### config.mk
export PLATFORM = sky130hd
export DESIGN_NAME = regfile_mp_sb_flat
export DESIGN_NICKNAME = d
export VERILOG_FILES = /design/src/rtl/regfile_mp_sb_pkg.sv /design/src/rtl/regfile_mp_sb_if.sv /design/src/rtl/regfile_rd_port.sv /design/src/rtl/regfile_mp_sb.sv /design/src/flat_wrapper.sv
export SDC_FILE = /design/constraint.sdc
export NUM_CORES = 1
export LEC_CHECK = 0
export CORE_MARGIN = 2
export CORE_UTILIZATION = 58
export CTS_CLUSTER_DIAMETER = 150
export DETAILED_ROUTE_END_ITERATION = 8
export PLACE_DENSITY_LB_ADDON = 0.25
export SLEW_MARGIN = 5
export SYNTH_ARGS = -nofsm -noshare
export SYNTH_HDL_FRONTEND = slang
export SYNTH_HIERARCHICAL = 1
export SYNTH_SLANG_ARGS = --single-unit
### constraint.sdc
create_clock -name clk -period 1.6 [get_ports clk]
set_input_delay 0.16 -clock clk [delete_from_list [all_inputs] [get_ports clk]]
set_output_delay 0.16 -clock clk [all_outputs]
set_load 0.02 [all_outputs]
### src/rtl/regfile_mp_sb_pkg.sv
// Shared constants and helpers for the multi-port register file with busy scoreboard.
package regfile_pkg;

    localparam int unsigned DATA_W_DEF = 16;
    localparam int unsigned ADDR_W_DEF = 3;
    localparam int unsigned MAX_RD     = 4;
    localparam int unsigned MAX_WR     = 2;

    // Number of registers addressed by an ADDR_W-bit index.
    function automatic int unsigned depth_of(input int unsigned aw);
        return 32'(1) << aw;
    endfunction

endpackage

### src/rtl/regfile_mp_sb_if.sv
// Decode/writeback bus into the register file: read lanes, write ports and busy-set.
interface regfile_mp_sb_if #(
    parameter int unsigned DATA_W = 16,
    parameter int unsigned ADDR_W = 3,
    parameter int unsigned NUM_RD = 2,
    parameter int unsigned NUM_WR = 2
) ();

    logic [NUM_RD*ADDR_W-1:0] rd_addr;
    logic [NUM_RD*DATA_W-1:0] rd_data;
    logic [NUM_RD-1:0]        rd_busy;
    logic [NUM_WR-1:0]        wr_en;
    logic [NUM_WR*ADDR_W-1:0] wr_addr;
    logic [NUM_WR*DATA_W-1:0] wr_data;
    logic                     busy_set_en;
    logic [ADDR_W-1:0]        busy_set_addr;

    modport master (
        output rd_addr, wr_en, wr_addr, wr_data, busy_set_en, busy_set_addr,
        input  rd_data, rd_busy
    );

    modport slave (
        input  rd_addr, wr_en, wr_addr, wr_data, busy_set_en, busy_set_addr,
        output rd_data, rd_busy
    );

endinterface

### src/rtl/regfile_rd_port.sv
// One asynchronous read lane: array mux, busy lookup, optional write forwarding
// (enabled by defining REGFILE_BYPASS_EN) and register-0 masking.
module regfile_rd_port #(
    parameter int unsigned DATA_W  = 16,
    parameter int unsigned ADDR_W  = 3,
    parameter int unsigned DEPTH   = 8,
    parameter int unsigned NUM_WR  = 2,
    parameter int unsigned R0_ZERO = 0
) (
    input  logic                     i_rst,
    input  logic [ADDR_W-1:0]        i_rd_addr,
    input  logic [DATA_W-1:0]        i_mem [DEPTH],
    input  logic [DEPTH-1:0]         i_busy,
    input  logic [NUM_WR-1:0]        i_wr_en,
    input  logic [NUM_WR*ADDR_W-1:0] i_wr_addr,
    input  logic [NUM_WR*DATA_W-1:0] i_wr_data,
    input  logic                     i_busy_set_en,
    input  logic [ADDR_W-1:0]        i_busy_set_addr,
    output logic [DATA_W-1:0]        o_rd_data_c,
    output logic                     o_rd_busy_c
);

`ifndef REGFILE_BYPASS_EN
    // Forwarding inputs are only consumed when the bypass is built in.
    logic w_unused;
    assign w_unused = ^{i_rst, i_wr_en, i_wr_addr, i_wr_data, i_busy_set_en, i_busy_set_addr};
`endif

    // Lane result: stored value, then forwarding (ascending so highest port wins), then r0 mask.
    always_comb begin
        o_rd_data_c = i_mem[i_rd_addr];
        o_rd_busy_c = i_busy[i_rd_addr];
`ifdef REGFILE_BYPASS_EN
        if (!i_rst) begin
            for (int p = 0; p < int'(NUM_WR); p++) begin
                if (i_wr_en[p] && (i_wr_addr[p*ADDR_W +: ADDR_W] == i_rd_addr)) begin
                    o_rd_data_c = i_wr_data[p*DATA_W +: DATA_W];
                    o_rd_busy_c = i_busy_set_en && (i_busy_set_addr == i_rd_addr);
                end
            end
        end
`endif
        if ((R0_ZERO == 1) && (i_rd_addr == '0)) begin
            o_rd_data_c = '0;
            o_rd_busy_c = 1'b0;
        end
    end

endmodule

### src/rtl/regfile_mp_sb.sv
// Multi-port register file with per-register busy scoreboard for RAW detection.
// Optional same-cycle write-to-read forwarding: define REGFILE_BYPASS_EN.
module regfile_mp_sb
    import regfile_pkg::*;
#(
    parameter int unsigned DATA_W  = DATA_W_DEF,
    parameter int unsigned ADDR_W  = ADDR_W_DEF,
    parameter int unsigned NUM_RD  = 2,
    parameter int unsigned NUM_WR  = 2,
    parameter int unsigned R0_ZERO = 0
) (
    input  logic           clk,
    input  logic           rst,
    regfile_mp_sb_if.slave rf
);

    localparam int unsigned DEPTH = depth_of(ADDR_W);

    if ((NUM_RD < 1) || (NUM_RD > MAX_RD) || (NUM_WR < 1) || (NUM_WR > MAX_WR)) begin : g_bad_cfg
        $error("regfile_mp_sb: unsupported port count");
    end

    logic [DATA_W-1:0] r_mem      [DEPTH];
    logic [DATA_W-1:0] w_mem_nxt  [DEPTH];
    logic [DEPTH-1:0]  r_busy;
    logic [DEPTH-1:0]  w_busy_nxt;
    logic [NUM_RD*DATA_W-1:0] w_rd_data;
    logic [NUM_RD-1:0]        w_rd_busy;

    // Next state: writes in ascending port order so the highest index wins; busy set beats clear.
    always_comb begin
        w_mem_nxt  = r_mem;
        w_busy_nxt = r_busy;
        for (int p = 0; p < int'(NUM_WR); p++) begin
            if (rf.wr_en[p]) begin
                if (!((R0_ZERO == 1) && (rf.wr_addr[p*ADDR_W +: ADDR_W] == '0))) begin
                    w_mem_nxt[rf.wr_addr[p*ADDR_W +: ADDR_W]] = rf.wr_data[p*DATA_W +: DATA_W];
                end
                w_busy_nxt[rf.wr_addr[p*ADDR_W +: ADDR_W]] = 1'b0;
            end
        end
        if (rf.busy_set_en && !((R0_ZERO == 1) && (rf.busy_set_addr == '0))) begin
            w_busy_nxt[rf.busy_set_addr] = 1'b1;
        end
    end

    // Storage and scoreboard; synchronous reset discards same-cycle writes and sets.
    always_ff @(posedge clk) begin
        if (rst) begin
            for (int i = 0; i < int'(DEPTH); i++) begin
                r_mem[i] <= '0;
            end
            r_busy <= '0;
        end else begin
            for (int i = 0; i < int'(DEPTH); i++) begin
                r_mem[i] <= w_mem_nxt[i];
            end
            r_busy <= w_busy_nxt;
        end
    end

    // One combinational read lane per read port.
    for (genvar k = 0; k < int'(NUM_RD); k++) begin : g_rd
        regfile_rd_port #(
            .DATA_W  (DATA_W),
            .ADDR_W  (ADDR_W),
            .DEPTH   (DEPTH),
            .NUM_WR  (NUM_WR),
            .R0_ZERO (R0_ZERO)
        ) u_rd (
            .i_rst           (rst),
            .i_rd_addr       (rf.rd_addr[k*ADDR_W +: ADDR_W]),
            .i_mem           (r_mem),
            .i_busy          (r_busy),
            .i_wr_en         (rf.wr_en),
            .i_wr_addr       (rf.wr_addr),
            .i_wr_data       (rf.wr_data),
            .i_busy_set_en   (rf.busy_set_en),
            .i_busy_set_addr (rf.busy_set_addr),
            .o_rd_data_c     (w_rd_data[k*DATA_W +: DATA_W]),
            .o_rd_busy_c     (w_rd_busy[k])
        );
    end

    assign rf.rd_data = w_rd_data;
    assign rf.rd_busy = w_rd_busy;

endmodule

### src/flat_wrapper.sv
// flat-port wrapper written by rule: the top's interface ports become plain ports
module regfile_mp_sb_flat import regfile_pkg::*;
#(
    parameter int unsigned DATA_W  = DATA_W_DEF,
    parameter int unsigned ADDR_W  = ADDR_W_DEF,
    parameter int unsigned NUM_RD  = 2,
    parameter int unsigned NUM_WR  = 2,
    parameter int unsigned R0_ZERO = 0
)
  (clk, rst, rf_rd_addr, rf_wr_en, rf_wr_addr, rf_wr_data, rf_busy_set_en, rf_busy_set_addr, rf_rd_data, rf_rd_busy);
  regfile_mp_sb_if #(.DATA_W(DATA_W), .ADDR_W(ADDR_W), .NUM_RD(NUM_RD), .NUM_WR(NUM_WR)) rf_i ();
  input  logic clk;
  input  logic rst;
  input wire logic [$bits(rf_i.rd_addr)-1:0] rf_rd_addr;
  input wire logic [$bits(rf_i.wr_en)-1:0] rf_wr_en;
  input wire logic [$bits(rf_i.wr_addr)-1:0] rf_wr_addr;
  input wire logic [$bits(rf_i.wr_data)-1:0] rf_wr_data;
  input wire logic [$bits(rf_i.busy_set_en)-1:0] rf_busy_set_en;
  input wire logic [$bits(rf_i.busy_set_addr)-1:0] rf_busy_set_addr;
  output wire logic [$bits(rf_i.rd_data)-1:0] rf_rd_data;
  output wire logic [$bits(rf_i.rd_busy)-1:0] rf_rd_busy;
  assign rf_i.rd_addr = rf_rd_addr;
  assign rf_i.wr_en = rf_wr_en;
  assign rf_i.wr_addr = rf_wr_addr;
  assign rf_i.wr_data = rf_wr_data;
  assign rf_i.busy_set_en = rf_busy_set_en;
  assign rf_i.busy_set_addr = rf_busy_set_addr;
  assign rf_rd_data = rf_i.rd_data;
  assign rf_rd_busy = rf_i.rd_busy;
  regfile_mp_sb #(.DATA_W(DATA_W), .ADDR_W(ADDR_W), .NUM_RD(NUM_RD), .NUM_WR(NUM_WR), .R0_ZERO(R0_ZERO)) u_core (.clk(clk), .rst(rst), .rf(rf_i));
endmodule
==> metrics.md, run 1 <==
| Metric | Value |
|---|---|
| DP HPWL | `18500 µm` |
| WP data required | `1.44 ns` |
| Global-route wire length before repair | `48500 µm` |
| H-Tree Level Count | `4` |
| Antenna diodes | `0` |
| Synth async-reset ratio | `0` |
| Outcome | `complete, but fails checks` |
| Antenna-violating nets left | `0` |
| Filler Cell Count | `994` |
| CTS buffer count | `17` |
| Critical Path Sink | `rf_rd_data[29]` |
| Reported max-cap violation count | `0` |
| CP endpoint kind | `primary output` |
| Routed vias | `8669` |
| CP max stage cell | `mux4_2` |
| Seq cells post-synth | `136` |
| Tightest Pin Transition | `0.431 ns` |
| Power Dens Cells | `911 nW/µm²` |
| Layout Nets | `1060` |
| Critical Path Start Type | `flop` |
| Final Max Slew Viols | `0` |
| Worst-Skew Late Latency | `0.42 ns` |
| Vias per cell | `7.19` |
| Multi-input gate area | `5050 µm²` |
| Top-area cell type share of the netlist area | `0.322` |
| Clk pin slew, worst setup/hold paths | `0.06 ns` |
| GRT overflow | `0` |
| Syn Std Cell Area | `8450 µm²` |
| Clk sink count | `136` |
| Maximum VDD drop | `0.000853 V` |
| CP Cell Sequence | `mux4_2 > mux2_4 > buf_6` |
| Setup CP Type | `flop to primary output` |
| Main area contributors after synthesis | `dfxtp_1 32%, mux4_1 15%, a311oi_1 13%, nand2_1 11%, nor2_1 5.9%` |
| Worst hold slack | `0.221 ns` |
| Synth cell types | `28` |
| Crit path max fanout | `3` |
| Die area | `15500 µm²` |
| Worst hold path class | `primary input to flop` |
| Failing checks | `setup timing` |
| Minimum clock period | `1.85 ns` |
| Final Power | `9820 µW` |
| Critical path origin | `u_core/r_mem[61]` |
| Mapped Nets | `981` |
| Core area | `14400 µm²` |
| Reg2Reg Launch Point | `u_core/r_mem[60]` |
| I/O pin cnt | `86` |
| Initial core utilization | `0.588` |
| RSZ-0062 raised after global routing | `yes` |
| Register-to-Register Path Depth | `3` |
| Drt wl/cell | `26.0 µm` |
| Ys flop type | `dfxtp_1` |
| Site row count | `44` |
| Cells after Synth | `929` |
| Pleak | `0.00399 µW` |
| Post-synth EDFFs | `0` |
| Clock Skew | `0 ns` |
| Die Width | `125 µm` |
| Yosys warning count | `6` |
| Hold Path Origin | `rst` |
| Avg Inst Size Synth | `9.09 µm²` |
| Number of antenna violations at the first check in global routing | `0` |
| Largest net degree at the start of global routing | `38` |
| Final worst slack | `-0.252 ns` |
| Rel. slew slack | `0.713` |
| Post-CTS Hold Buffers | `0` |
| Total track usage | `0.405` |
| Drt first pass iters | `5` |
| Cell taking the most area after synthesis | `dfxtp_1` |
| Critical path's largest stage delay | `0.47 ns` |
| Crit path DAT | `1.69 ns` |
| Worst r2r dst | `u_core/r_mem[60]` |
| PortBufs | `85` |
| DRC violations left | `0` |
| Clock Path Buffers | `2` |
| Fin area | `10800 µm²` |
| Clock Root Buffer | `clkbuf_16` |
| Placed Area | `9940 µm²` |
| Vias in the first global route | `8780` |
| Setup violators final | `34` |
| Reg-to-reg slack, setup | `0.69 ns` |
| Post-synthesis sequential area ratio | `0.322` |
| Seq. cell area | `2800 µm²` |
| Period Utilization, post-route | `1.16` |
| DRT Wirelength | `31300 µm` |
| RD Place Congestion | `0.882` |
| Hold Fails Final Rpt | `0` |
| Maximum clock rate | `540 MHz` |
| Chip height | `125 µm` |
| Share of layout cells above drive strength 1 | `0.343` |
| CTS tree | `done` |
| Cell with the most instances after synthesis | `nand2_1` |
| Setup Slack @ Placement | `-0.701 ns` |
| First DRT Iteration DRCs | `1497` |
| Layout area overhead | `27.6%` |
| Commonest cells in the netlist | `258 x nand2_1, 136 x dfxtp_1, 133 x nor2_1` |
repair_timing:
action	in CTS	in global routing
gates resized for setup	348	12
gates cloned	2	0
endpoints found under the setup margin	34	46
pin swaps	0	2
buffers inserted	0	1
power breakdown:
part | switching [µW] | internal, µW
clock | 1550 | 2850
sequential | 148 | 3570
combinational | 861 | 849
layout by cell type, fill, tap and decap left out, types with 2 or more instances in the layout:
cell type	count
a21oi_1	4
buf_4	78
buf_6	35
buf_12	25
dlygate4sd2_1	2
nor2b_1	3
dfxtp_2	65
buf_2	2
a311oi_1	123
nand4bb_1	6
clkinv_4	2
bufbuf_16	2
nand2_1	258
nand4b_1	6
nor4bb_4	2
clkinvlp_4	2
mux4_2	68
nand4_1	2
clkbuf_8	2
and4b_1	3
clkbuf_16	17
mux2_4	34
clkinv_2	3
dfxtp_1	71
a311oi_2	5
bufinv_16	5
clkdlybuf4s50_1	45
nand3_1	6
nor2_1	133
a32oi_1	4
worst max-delay path: cells and delay by family (launching register included):
| kind | cells | cell delay (ns) |
|---|---|---|
| buffers and inverters | 1 | 0.14 |
| flip-flops | 1 | 0.34 |
| multiplexers | 2 | 0.79 |
layer usage:
metal | track usage | vias up | wire [µm]
met1 | 0.501 | 4127 | 10800
met5 | 0 | - | 0
met2 | 0.633 | 803 | 14300
li1 | - | 3548 | -
met4 | 0.243 | 0 | 1940
met3 | 0.112 | 191 | 4310
through the flow:
stage	setup TNS, ns	instances	util
3_5_place_dp	-52.74	1170	0.692
6_report	-7.19	1205	0.750
2_1_floorplan	0	929	-
4_1_cts	-7.05	1204	0.747
5_1_grt	-8.16	1205	0.750
3_3_place_gp	-46.67	1170	0.692
flip-flops by register name, indices dropped and copies added (netlist names):
| register | flops |
|---|---|
| u_core/r_mem | 128 |
| u_core/r_busy | 8 |
cell families (layout without fill, tap and decap cells):
group,after synthesis,in the layout,synth area share
buf+inv,130,222,0.0804
mux,102,102,0.248
compound gates,136,136,0.139
flops,136,136,0.322
simple gates,425,425,0.210
how the worst min path moves through the flow:
stage                       endpoint  slack [ns]  depth (start not counted)
detailed placement  u_core/r_mem[48]        0.48                          2
global route         u_core/r_mem[3]        0.24                          2
CTS                 u_core/r_mem[36]        0.20                          2
global placement    u_core/r_mem[17]        0.47                          2
floorplan           u_core/r_busy[6]        0.31                          2
finish              u_core/r_mem[52]        0.22                          2
final cells by class:
cell class                 instances  share of cell area
clock buffer                      20              0.0424
clock inverter                    12              0.0183
multi-input combinational        663               0.469
sequential                       136               0.260
tap                              184              0.0214
timing repair buffer             190               0.189
No activity file was read; power rests on OpenSTA's default activity.
==> inputs of run 2 (changes only) <==
--- a/config.mk
+++ b/config.mk
@@ -7,7 +7,6 @@
 export LEC_CHECK = 0
 export CORE_MARGIN = 2
 export CORE_UTILIZATION = 58
-export CTS_CLUSTER_DIAMETER = 150
 export DETAILED_ROUTE_END_ITERATION = 8
 export PLACE_DENSITY_LB_ADDON = 0.25
 export SLEW_MARGIN = 5
==> results of run 2 <==
The final DEF is identical to that of run 1; final timing and power are the same.
